[config.mk]
export PLATFORM = sky130hd
export DESIGN_NAME = seq_signed_divider
export DESIGN_NICKNAME = d
export VERILOG_FILES = /design/src/rtl/div_pkg.sv /design/src/rtl/div_step.sv /design/src/rtl/seq_signed_divider.sv
export SDC_FILE = /design/constraint.sdc
export NUM_CORES = 1
export LEC_CHECK = 0
export CORE_ASPECT_RATIO = 1.5
export CORE_MARGIN = 2
export CORE_UTILIZATION = 55
export CTS_CLUSTER_DIAMETER = 200
export DETAILED_ROUTE_END_ITERATION = 8
export PLACE_DENSITY_LB_ADDON = 0.12
export SLEW_MARGIN = 20
export SYNTH_ARGS = -nofsm -noshare
export SYNTH_HDL_FRONTEND = slang
export SYNTH_HIERARCHICAL = 1
export SYNTH_SLANG_ARGS = --single-unit
[constraint.sdc]
create_clock -name clk -period 4.65 [get_ports clk]
set_clock_uncertainty 0.2 [all_clocks]
set_input_delay 0.93 -clock clk [delete_from_list [all_inputs] [get_ports clk]]
set_output_delay 0.93 -clock clk [all_outputs]
set_load 0.01 [all_outputs]
[src/rtl/div_pkg.sv]
// Shared definitions for the sequential signed divider: FSM states,
// default operand width and a two's-complement conditional-negate helper.
package div_pkg;

  // Default operand/result width.
  localparam int DIV_WIDTH = 8;

  // Widest operand the helper below can handle; callers zero-extend into it.
  localparam int MAX_W = 64;

  typedef enum logic [1:0] {
    IDLE,
    ITER,
    FIX
  } div_state_e;

  // Negates the value when 'negate' is set. Callers pass a zero-extended
  // WIDTH-bit value and keep the low WIDTH bits. The low bits of a wide
  // negate equal a WIDTH-bit negate, so most-negative stays 2^(WIDTH-1).
  function automatic logic [MAX_W-1:0] cond_negate(input logic [MAX_W-1:0] value,
                                                   input logic negate);
    return negate ? (~value + MAX_W'(1)) : value;
  endfunction

endpackage

[src/rtl/div_step.sv]
// One restoring-division iteration: shift the next dividend bit into the
// partial remainder, trial-subtract the divisor magnitude through a
// ripple borrow chain, and keep or restore depending on the final borrow.
module div_step
  import div_pkg::*;
#(
  parameter int WIDTH = DIV_WIDTH
) (
  input  logic [WIDTH-1:0] prem,
  input  logic             din,
  input  logic [WIDTH-1:0] dvs,
  output logic [WIDTH-1:0] prem_next,
  output logic             q_bit
);

  logic [WIDTH:0]   shifted;
  logic [WIDTH-1:0] diff;
  logic [WIDTH+1:0] borrow;

  assign shifted   = {prem, din};
  assign borrow[0] = 1'b0;

  // Full-subtractor cells for the bits where the divisor has a digit.
  generate
    for (genvar gi = 0; gi < WIDTH; gi++) begin : g_sub
      assign diff[gi]     = shifted[gi] ^ dvs[gi] ^ borrow[gi];
      assign borrow[gi+1] = (~shifted[gi] & dvs[gi]) |
                            (~(shifted[gi] ^ dvs[gi]) & borrow[gi]);
    end
  endgenerate

  // Top cell subtracts the zero extension bit of the divisor. Its difference
  // bit is never needed: when the trial succeeds the result is below the
  // divisor, so it always fits in WIDTH bits.
  assign borrow[WIDTH+1] = ~shifted[WIDTH] & borrow[WIDTH];

  assign q_bit     = ~borrow[WIDTH+1];
  assign prem_next = q_bit ? diff : shifted[WIDTH-1:0];

endmodule

[src/rtl/seq_signed_divider.sv]
// Iterative signed divider: restoring division on magnitudes, one quotient
// bit per clock, with sign correction in a final FIX cycle.
// Define DIV_EARLY_EXIT_EN to skip the iterations for divide-by-zero and
// most-negative / -1; the results stay the same, only the latency changes.
module seq_signed_divider
  import div_pkg::*;
#(
  parameter int WIDTH = DIV_WIDTH
) (
  input  logic             clk,
  input  logic             rst,
  input  logic             start,
  input  logic [WIDTH-1:0] dividend,
  input  logic [WIDTH-1:0] divisor,
  output logic             busy,
  output logic             done,
  output logic [WIDTH-1:0] quotient,
  output logic [WIDTH-1:0] remainder,
  output logic             dbz,
  output logic             ovf
);

  localparam int CW = $clog2(WIDTH);
  localparam logic [WIDTH-1:0] MOST_NEG = {1'b1, {(WIDTH-1){1'b0}}};

  div_state_e       state_reg, state_next;
  logic [CW-1:0]    count_reg, count_next;
  logic [WIDTH-1:0] prem_reg, prem_next;
  logic [WIDTH-1:0] qreg_reg, qreg_next;
  logic [WIDTH-1:0] dvs_reg, dvs_next;
  logic [WIDTH-1:0] dvd_reg, dvd_next;
  logic             neg_q_reg, neg_q_next;
  logic             neg_r_reg, neg_r_next;
  logic             dbz_pend_reg, dbz_pend_next;
  logic             ovf_pend_reg, ovf_pend_next;
  logic             busy_reg, busy_next;
  logic             done_reg, done_next;
  logic [WIDTH-1:0] quot_reg, quot_next;
  logic [WIDTH-1:0] rem_reg, rem_next;
  logic             dbz_reg, dbz_next;
  logic             ovf_reg, ovf_next;

  logic [WIDTH-1:0] step_prem;
  logic             step_q;

  // The dividend magnitude sits in qreg and is consumed MSB-first while
  // quotient bits shift in at the LSB.
  div_step #(.WIDTH(WIDTH)) u_step (
    .prem      (prem_reg),
    .din       (qreg_reg[WIDTH-1]),
    .dvs       (dvs_reg),
    .prem_next (step_prem),
    .q_bit     (step_q)
  );

  // Next-state and datapath/output updates for the IDLE/ITER/FIX sequence.
  always_comb begin
    state_next    = state_reg;
    count_next    = count_reg;
    prem_next     = prem_reg;
    qreg_next     = qreg_reg;
    dvs_next      = dvs_reg;
    dvd_next      = dvd_reg;
    neg_q_next    = neg_q_reg;
    neg_r_next    = neg_r_reg;
    dbz_pend_next = dbz_pend_reg;
    ovf_pend_next = ovf_pend_reg;
    busy_next     = busy_reg;
    done_next     = 1'b0;
    quot_next     = quot_reg;
    rem_next      = rem_reg;
    dbz_next      = dbz_reg;
    ovf_next      = ovf_reg;

    case (state_reg)
      IDLE: begin
        if (start) begin
          neg_q_next    = dividend[WIDTH-1] ^ divisor[WIDTH-1];
          neg_r_next    = dividend[WIDTH-1];
          qreg_next     = WIDTH'(cond_negate(MAX_W'(dividend), dividend[WIDTH-1]));
          dvs_next      = WIDTH'(cond_negate(MAX_W'(divisor), divisor[WIDTH-1]));
          dvd_next      = dividend;
          prem_next     = '0;
          count_next    = CW'(WIDTH - 1);
          dbz_pend_next = (divisor == '0);
          ovf_pend_next = (dividend == MOST_NEG) && (divisor == '1);
          busy_next     = 1'b1;
          state_next    = ITER;
`ifdef DIV_EARLY_EXIT_EN
          if ((divisor == '0) || ((dividend == MOST_NEG) && (divisor == '1))) begin
            state_next = FIX;
          end
`endif
        end
      end
      ITER: begin
        prem_next = step_prem;
        qreg_next = {qreg_reg[WIDTH-2:0], step_q};
        if (count_reg == '0) begin
          state_next = FIX;
        end else begin
          count_next = count_reg - CW'(1);
        end
      end
      FIX: begin
        // The overflow case needs no override: |q| = 2^(WIDTH-1) with equal
        // signs already yields the wrapped most-negative quotient and a zero
        // remainder, whether or not the iterations ran.
        if (dbz_pend_reg) begin
          quot_next = '1;
          rem_next  = dvd_reg;
        end else begin
          quot_next = WIDTH'(cond_negate(MAX_W'(qreg_reg), neg_q_reg));
          rem_next  = WIDTH'(cond_negate(MAX_W'(prem_reg), neg_r_reg));
        end
        dbz_next   = dbz_pend_reg;
        ovf_next   = ovf_pend_reg;
        done_next  = 1'b1;
        busy_next  = 1'b0;
        state_next = IDLE;
      end
      default: begin
        state_next = IDLE;
      end
    endcase
  end

  // State and datapath registers; reset aborts any operation immediately.
  always_ff @(posedge clk or posedge rst) begin
    if (rst) begin
      state_reg    <= IDLE;
      count_reg    <= '0;
      prem_reg     <= '0;
      qreg_reg     <= '0;
      dvs_reg      <= '0;
      dvd_reg      <= '0;
      neg_q_reg    <= 1'b0;
      neg_r_reg    <= 1'b0;
      dbz_pend_reg <= 1'b0;
      ovf_pend_reg <= 1'b0;
      busy_reg     <= 1'b0;
      done_reg     <= 1'b0;
      quot_reg     <= '0;
      rem_reg      <= '0;
      dbz_reg      <= 1'b0;
      ovf_reg      <= 1'b0;
    end else begin
      state_reg    <= state_next;
      count_reg    <= count_next;
      prem_reg     <= prem_next;
      qreg_reg     <= qreg_next;
      dvs_reg      <= dvs_next;
      dvd_reg      <= dvd_next;
      neg_q_reg    <= neg_q_next;
      neg_r_reg    <= neg_r_next;
      dbz_pend_reg <= dbz_pend_next;
      ovf_pend_reg <= ovf_pend_next;
      busy_reg     <= busy_next;
      done_reg     <= done_next;
      quot_reg     <= quot_next;
      rem_reg      <= rem_next;
      dbz_reg      <= dbz_next;
      ovf_reg      <= ovf_next;
    end
  end

  assign busy      = busy_reg;
  assign done      = done_reg;
  assign quotient  = quot_reg;
  assign remainder = rem_reg;
  assign dbz       = dbz_reg;
  assign ovf       = ovf_reg;

endmodule

==> metrics.md <==
| Metric | Value |
|---|---|
| Mapped Area | 0.00331 mm^2 |
| Critical-path cell list | inv_1, ha_1, fa_1, fa_1, fa_1, fa_1, fa_1, fa_1, fa_1, nor2b_4, inv_2, mux2i_1, nand2_1, o31ai_1 |
| Routed Antenna Nets | 0 |
| Leak Pwr | 1.79 nW |
| Worst path top cell family by delay | adder cells |
| Status | completed |
| Hold worst-path end | ovf |
| HP Class | flip-flop to flip-flop |
| Gpl congestion | 0.887 |
| Logic pwr share | 42.9% |
| Main synth FF type | dfrtp_1 |
| Critical R2R Capture | prem_reg[1] |
| First DRT Iteration DRCs | 207 |
| Cells after DPL | 443 |
| CP peak stage delay | 0.39 ns |
| Drt wl/cell | 15.3 um |
| Post-cts sizing count | 0 |
| GRT Util Overall | 24.0% |
| Via count | 2,602 |
| Post-CTS Hold Buffers | 0 |
| Fin Setup TNS | 0 ns |
| Power density over cell area | 680 mW/mm^2 |
| Io pins | 39 |
| Syn Nets | 384 |
| Setup violators final | 0 |
| Total gr overflow | 0 |
| Post-CTS Setup Inserts | 0 |
| Die Wd | 67.3 um |
| Worst slew pin tran | 0.976 ns |
| DRC viols | 0 |
| Finished Cell Area | 0.00393 mm^2 |
| Buffer type at the clock tree root | clkbuf_8 |
| Initial core utilization | 57.1% |
| Setup crit start kind | flip-flop |
| Die footprint | 0.00666 mm^2 |
| CTS Buffer Depth | 2 |
| Psw | 1.02 mW |
| Antenna Cells | 0 |
| Seq/Total Area, Yosys | 45.4% |
| DRT Pass-1 Iters | 5 |
| Die height | 99.0 um |
| Layout Nets | 416 |
| Design Power | 2.67 mW |
| Maximum level of the CTS H-tree | 3 |
| DP Wirelength | 5140 um |
| Reg2Reg Depth | 14 |
| Crit path capture type | flip-flop |
| Port Buf Inserts | 38 |
| Mapped Avg Cell Area | 9.44 um^2 |
| Yosys reg bits | 60 |
| Max Fanout on Critical Path | 6 |
| Yosys cell types | 48 |
| Final worst-path cycle share | 93.8% |
| Minimum clock period | 4.36 ns |
| Clock Power Share | 21.0% |
| Core Footprint | 0.00579 mm^2 |
| Most common cell on crit path | fa_1 |
| MaxCap Viol Count | 0 |
| Yosys Warn Count | 6 |
| R2R Path Start | qreg_reg[7] |
| Share of layout cells above drive strength 1 | 6.20% |
| Hold path cells | 2 |
| Sw frac | 38.2% |
| Via/cell ratio | 5.67 |
| Std-Cell Rows | 34 |
| Post-synth EDFFs | 0 |
| CTS Buf Count | 9 |
| Initial antenna violation count | 0 |
| TritonCTS clock tree | yes |
| WL final | 7020 um |
| Fin cells | 459 |
| Req. time, crit path | 4.69 ns |
| Worst vdd ir | 362 uV |
| R2R setup slack | 0.29 ns |
| Post-Synthesis Cells | 350 |
| Clk slew on worst S/H paths | 0.07 ns |
| Slew HR | 34.8% |
| Largest net degree at the start of global routing | 42 |
| Clk_lat worst skew | 0.35 ns |
| Area Growth Syn to Fin | 18.9% |
| First-pass GRT wire length | 11,900 um |
| WP data arrival | 4.40 ns |
| Hold path start | ovf |
| Vias in the first global route | 2,514 |
| Crit path max-delay cell type | dfrtp_1 |
| Worst Setup Path Type | flip-flop to flip-flop |
| Reg power frac | 36.1% |
| Final Max Slew Viols | 0 |
| CP Buf/Inv Count | 2 |
| Final Hold Viols | 0 |
| Clock sink count | 60 |
| Fmax | 229 MHz |
| Placed Area | 0.00370 mm^2 |
| RSZ-0062 raised after global routing | no |
| Final core occ | 67.9% |
| Internal power | 1.65 mW |
| Post-synthesis async set-or-reset flop share | 100% |
[layer usage]
layer	global-route usage [%]	routed length, um
met5	0	0
met4	13.0	184
met3	5.02	395
met2	37.6	3530
met1	30.4	2910
[power groups by stage]
stage	clock network [mW]	registers (mW)	logic, mW
6_report	0.561	0.965	1.15
5_1_grt	0.587	0.999	1.30
4_1_cts	0.564	0.961	1.15
3_5_place_dp	0	0.972	1.14
3_3_place_gp	0	0.960	1.11
2_1_floorplan	0	0.925	0.848
[cell type report]
cell class                 instances  area, um^2
inverter                          26        97.6
sequential                        60        1500
timing repair buffer              39         388
clock inverter                     5         100
tap                               72        90.1
multi-input combinational        246        1620
fill                             487        1850
clock buffer                      11         131
[cells by family after synthesis]
group                      Yosys count  synth area share, %
buffers and inverters               44                 5.49
xor gates and xnor gates            21                 5.56
DFF                                 60                 45.4
adders and majority gates           15                 7.27
and+or+nand+nor                    120                 16.7
AOI/OAI and AO/OA                   75                 15.0
muxes                               15                 4.54
[Yosys cell counts (all sizes together) (8+ instances only)]
master	instances	area share [%]
a21oi	8	1.2
buf	8	1.4
clkbuf	10	1.1
dfrtp	60	45
ha	8	3.0
inv	25	2.8
mux2i	15	4.5
nand2	60	6.8
nor2	20	2.3
o21ai	32	5.0
o31ai	9	2.0
xnor2	10	2.6
xor2	11	2.9
[per-stage QoR]
step                      hold slack (ns)  setup WS [ns]
after floorplan                     0.238          0.499
after global placement              0.260          0.435
after detailed placement            0.261          0.320
after CTS                           0.278          0.297
after global routing                0.300          0.110
final                               0.272          0.290
[placed cells by master, fill, tap and decap left out, types with 3 or more instances in the layout]
cell type        instances
nand2_1                 60
and3_1                   3
a21boi_0                 3
or3_1                    4
o21ai_0                 30
inv_1                   23
ha_1                     8
nand3_1                  7
clkdlybuf4s50_1         38
nand2b_1                 6
o31ai_1                  9
nor3_1                   5
nor2b_1                  3
nor2_1                  20
a31oi_1                  4
bufinv_16                3
a21oi_1                  8
xor2_1                  11
fa_1                     7
xnor2_1                 10
o22ai_1                  3
mux2i_1                 15
a22oi_1                  5
clkbuf_8                 9
dfrtp_1                 60
[how the worst max path moves through the flow]
stage,start,to,slack (ns),cells after the start
finish,qreg_reg[7],prem_reg[1],0.29,14
global route,qreg_reg[7],prem_reg[4],0.11,14
CTS,qreg_reg[7],prem_reg[4],0.30,14
detailed placement,qreg_reg[7],prem_reg[1],0.32,14
global placement,qreg_reg[7],prem_reg[1],0.43,14
floorplan,qreg_reg[7],prem_reg[1],0.50,15
[worst register-to-register path, delay by kind of cell (launching register included)]
| family | cells | cell delay, ns |
|---|---|---|
| fa+ha+maj | 8 | 2.92 |
| flops | 1 | 0.39 |
| simple gates | 2 | 0.24 |
| buf+inv | 2 | 0.21 |
| mux | 1 | 0.19 |
| compound gates | 1 | 0.11 |
No activity file was read; power rests on OpenSTA's default activity.
